==> config.mk <==
export PLATFORM = sky130hd
export DESIGN_NAME = pipe_stage_fifo
export DESIGN_NICKNAME = d
export VERILOG_FILES = /design/src/rtl/pipe_stage_fifo.sv
export SDC_FILE = /design/constraint.sdc
export NUM_CORES = 1
export LEC_CHECK = 0
export ABC_AREA = 1
export CELL_PAD_IN_SITES_DETAIL_PLACEMENT = 1
export CELL_PAD_IN_SITES_GLOBAL_PLACEMENT = 1
export CORE_MARGIN = 2
export CORE_UTILIZATION = 41
export DETAILED_ROUTE_END_ITERATION = 8
export GPL_TIMING_DRIVEN = 0
export HOLD_SLACK_MARGIN = 0.12
export PLACE_DENSITY = 0.94
export SYNTH_ARGS = -nofsm -noshare
export SYNTH_HDL_FRONTEND = slang
export SYNTH_SLANG_ARGS = --single-unit
==> constraint.sdc <==
create_clock -name i_clk -period 4.1 [get_ports i_clk]
set_input_delay 1.025 -clock i_clk [delete_from_list [all_inputs] [get_ports i_clk]]
set_output_delay 1.025 -clock i_clk [all_outputs]
set_load 0.01 [all_outputs]
==> src/rtl/pipe_stage_fifo.sv <==
`default_nettype none
// ============================================================================
// Module   : pipe_stage_fifo
// Brief    : Elastic in-order pipeline stage buffer with valid/ready on both
//            sides, synchronous flush, input-side stall and an optional
//            registered-ready mode that cuts the ready combinational path.
// Revision : 1.0 - initial release
// ============================================================================
module pipe_stage_fifo #(
    parameter int DATA_W    = 32,
    parameter int DEPTH     = 2,
    parameter bit REG_READY = 1'b0
) (
    input  logic                       i_clk,
    input  logic                       i_rst,
    input  logic                       i_flush,
    input  logic                       i_stall,
    input  logic                       i_in_valid,
    output logic                       o_in_ready,
    input  logic [DATA_W-1:0]          i_in_data,
    output logic                       o_out_valid,
    input  logic                       i_out_ready,
    output logic [DATA_W-1:0]          o_out_data,
    output logic [$clog2(DEPTH+1)-1:0] o_count,
    output logic                       o_empty,
    output logic                       o_full
);

    localparam int c_cnt_w = $clog2(DEPTH + 1);
    localparam int c_ptr_w = (DEPTH > 1) ? $clog2(DEPTH) : 1;

    localparam logic [c_ptr_w-1:0] c_ptr_last = c_ptr_w'(DEPTH - 1);
    localparam logic [c_cnt_w-1:0] c_cnt_full = c_cnt_w'(DEPTH);

    // Storage is deliberately left out of reset; only occupancy is tracked.
    logic [DATA_W-1:0]  mem_q [DEPTH];

    logic [c_ptr_w-1:0] wr_ptr_q, wr_ptr_d;
    logic [c_ptr_w-1:0] rd_ptr_q, rd_ptr_d;
    logic [c_cnt_w-1:0] count_q,  count_d;

    logic w_push;
    logic w_pop;

    // Pointer increment that wraps at DEPTH-1, valid for any DEPTH.
    function automatic logic [c_ptr_w-1:0] ptr_inc(input logic [c_ptr_w-1:0] p);
        return (p == c_ptr_last) ? '0 : p + 1'b1;
    endfunction

    assign o_empty     = (count_q == '0);
    assign o_full      = (count_q == c_cnt_full);
    assign o_count     = count_q;
    assign o_out_valid = !o_empty && !i_flush;
    assign o_out_data  = mem_q[rd_ptr_q];

    assign w_pop  = o_out_valid && i_out_ready;
    assign w_push = i_in_valid && o_in_ready;

    generate
        if (REG_READY) begin : g_ready_reg
            // Ready from registered occupancy only: no path from i_out_ready.
            assign o_in_ready = !o_full && !i_stall && !i_flush;
        end else begin : g_ready_comb
            // A pop in the same cycle frees the slot, allowing full throughput.
            assign o_in_ready = (!o_full || w_pop) && !i_stall && !i_flush;
        end
    endgenerate

    // Next-state for pointers and occupancy; flush overrides everything.
    always_comb begin
        wr_ptr_d = wr_ptr_q;
        rd_ptr_d = rd_ptr_q;
        count_d  = count_q;
        if (i_flush) begin
            wr_ptr_d = '0;
            rd_ptr_d = '0;
            count_d  = '0;
        end else begin
            if (w_push) begin
                wr_ptr_d = ptr_inc(wr_ptr_q);
            end
            if (w_pop) begin
                rd_ptr_d = ptr_inc(rd_ptr_q);
            end
            case ({w_push, w_pop})
                2'b10:   count_d = count_q + 1'b1;
                2'b01:   count_d = count_q - 1'b1;
                default: count_d = count_q;
            endcase
        end
    end

    // Control state register with asynchronous clear.
    always_ff @(posedge i_clk or posedge i_rst) begin
        if (i_rst) begin
            wr_ptr_q <= '0;
            rd_ptr_q <= '0;
            count_q  <= '0;
        end else begin
            wr_ptr_q <= wr_ptr_d;
            rd_ptr_q <= rd_ptr_d;
            count_q  <= count_d;
        end
    end

    // Payload write; push already excludes flush and stall.
    always_ff @(posedge i_clk) begin
        if (w_push) begin
            mem_q[wr_ptr_q] <= i_in_data;
        end
    end

    // Protocol sanity checks.
    a_no_overflow : assert property (@(posedge i_clk) disable iff (i_rst)
        !(w_push && o_full && !w_pop));
    a_no_underflow : assert property (@(posedge i_clk) disable iff (i_rst)
        !(w_pop && o_empty));
    a_count_range : assert property (@(posedge i_clk) disable iff (i_rst)
        count_q <= c_cnt_full);

endmodule
`default_nettype wire

==> reports/qor.txt <==
Outcome: finished clean
TritonCTS clock tree: yes
Ant diodes: 0
DP Worst Slack: 0.478 ns
Layout cells sized above 1: 25.2%
Starting DRT DRC Count: 39
List of most frequent post-synthesis cells: 64 x edfxtp_1, 32 x mux2_2, 10 x nand2_1
Root buffer cell: clkbuf_8
Clk_lat worst skew: 0.33 ns
Die area: 6980 um^2
Final Core Density: 61.5%
Worst Hold Class: register to register
Syn Nets: 180
Hold Path Depth: 2
Unique masters post-synth: 16
Vias per inst: 4.88
Largest net degree at the start of global routing: 33
Synth top area share: 74.1%
Fmax: 276 MHz
Synth warnings: 0
ANT nets after route: 0
Fill cells: 558
Crit path time final: 3.62 ns
Top-Level Pins: 76
Die Wd: 83.6 um
Most common cell in the netlist: edfxtp_1
CP Launch Type: primary input
Final cell count without fillers: 309
Vias in the first global route: 1672
Hold path startpoint: wr_ptr_q
Placed cells: 293
Crit. End Element: output pin
Post-synthesis sequential area ratio: 77.9%
Fin nets: 268
Clk sinks: 68
Post-CTS Setup Bufs: 0
Cts bufs inserted: 9
Synthesized area per cell: 18.3 um^2
GRT Residual Overflow: 0
Worst R2R Setup Slack: 2.07 ns
Pre-antenna DRT Iters: 3
Max transition margin: 54.6%
DRT Wirelength: 5230 um
Final period util: 88.3%
Final setup margin: 0.478 ns
Arrival @ worst endpoint: 2.60 ns
Antenna violations before repair: 0
I/O Buffers: 75
Synthesized cell area: 2590 um^2
Worst Path Required: 3.07 ns
Crit-path max FO: 7
Gate Count Post-Synth: 142
Gr usage total: 15.9%
Placement Rows: 28
Synth Register Bits: 68
MaxCap Viol Count: 0
Worst-margin pin slew: 0.680 ns
Fin area: 3710 um^2
FF-to-FF path depth: 7
Post-synth EDFFs: 64
DR DRC count: 0
GPL Wtd Cong: 0.813
Starting density of the core: 43.1%
Leak pwr: 1.31 nW
Area Growth Syn to Fin: 42.8%
Min-Delay Endpoint: wr_ptr_q
Main area contributors after synthesis: edfxtp_1 74%, mux2_2 14%, dfrtp_1 3.9%, nand2_1 1.4%, inv_1 1.0%
Reg2reg end: mem_q[0][16]
Clk buf depth: 2
Critical R2R Launch: o_count[1]
CTS H-Tree Depth: 3
PwrDens: 497 nW/um^2
Via count: 1509
Setup-failing EPs final: 0
Placed Area: 3470 um^2
Clock-pin slew on the worst setup and hold paths: 0.06 ns
Post-DP HPWL: 3600 um
Synth area leader: edfxtp_1
# resized after CTS: 0
Die height: 83.6 um
RSZ-0062 raised after global routing: false
WS Path Type: primary input to output pin
Max Slew Vio Count: 0
Final hold vios: 0
Layout Skew: 0.00847 ns
Max VDD drop: 0.277 mV
WL per Instance: 16.9 um
CTS hold repair buffers: 0
Primary FF master, synth: edfxtp_1
First-pass GRT wire length: 8350 um
Async SR Flop Fraction: 5.88%
Core area: 6030 um^2
## cell usage in the layout (no fill, tap or decap)
cell,synthesis,layout
a21boi_2,1,1
buf_16,0,2
buf_2,3,3
buf_4,1,1
bufinv_16,0,2
clkbuf_8,0,9
clkdlybuf4s50_1,0,75
clkinv_1,0,2
clkinv_2,0,1
clkinvlp_4,0,1
dfrtp_1,4,4
edfxtp_1,64,64
inv_1,7,7
inv_2,3,3
mux2_2,32,32
nand2_1,10,10
nand2_2,1,1
nand3_1,5,5
nand3_4,1,1
nand4_1,3,3
nor2_1,5,4
nor2_4,0,1
o21ai_0,1,1
o31ai_2,1,1
## sequential cells by signal, indices dropped and copies added, names as in the netlist
signal,cells
wr_ptr_q,1
mem_q,64
o_count,2
rd_ptr_q,1
## cells by family (layout without fill, tap and decap cells)
| group | after synthesis | in the layout | share of synthesized area, % |
|---|---|---|---|
| mux | 32 | 32 | 13.9 |
| buf+inv | 14 | 106 | 2.31 |
| simple gates | 25 | 25 | 4.77 |
| compound gates | 3 | 3 | 1.11 |
| flops | 68 | 68 | 77.9 |
## metal layers
metal,part of all wire (%),GRT usage [%],vias up
met5,0,0,-
met4,0.29,6.16,0
met3,5.0,6.13,2
met2,54,27.6,45
met1,40,17.8,751
li1,-,-,711
## worst max-delay path by stage
stage / from / end / slack (ns) / cells past startpoint
after detailed placement: i_flush / o_in_ready / 0.48 / 5
after floorplan: i_flush / mem_q[1][0] / 0.78 / 5
after CTS: i_flush / o_in_ready / 0.48 / 5
after global placement: i_flush / mem_q[1][28] / -0.56 / 6
after global routing: i_flush / o_in_ready / 0.37 / 5
final: i_flush / o_in_ready / 0.48 / 5
## worst max-delay path, cell delays in order
cell and delay (ns):
clkdlybuf4s50_1 0.52, inv_2 0.20, nand3_4 0.12, a21boi_2 0.18, clkdlybuf4s50_1 0.55
## through the flow
stage	total power, W	setup TNS (ns)	hold WS [ns]
6_report	0.00184	0	0.514
5_1_grt	0.00192	0	0.563
4_1_cts	0.00186	0	0.522
3_5_place_dp	0.00129	0	0.508
3_3_place_gp	0.00127	-17.83	0.480
2_1_floorplan	0.00105	0	0.469
## where the power goes
part	internal (W)	switching (W)	total [W]
logic	0.000261	0.000195	0.000456
clock network	0.000334	0.000237	0.000571
registers	0.000799	0.0000170	0.000816
total	0.00139	0.000449	0.00184
## final cells by class
type | count | area [um^2] | area share [%]
inverters | 10 | 37.5 | 1.01
clock buffers | 9 | 124 | 3.34
plain buffers | 4 | 22.5 | 0.608
repair buffers | 77 | 806 | 21.7
clock inverters | 6 | 80.1 | 2.16
well taps | 75 | 93.8 | 2.53
multi-input cells | 60 | 520 | 14.0
flip-flops and latches | 68 | 2020 | 54.6
No activity file was read; power rests on OpenSTA's default activity.
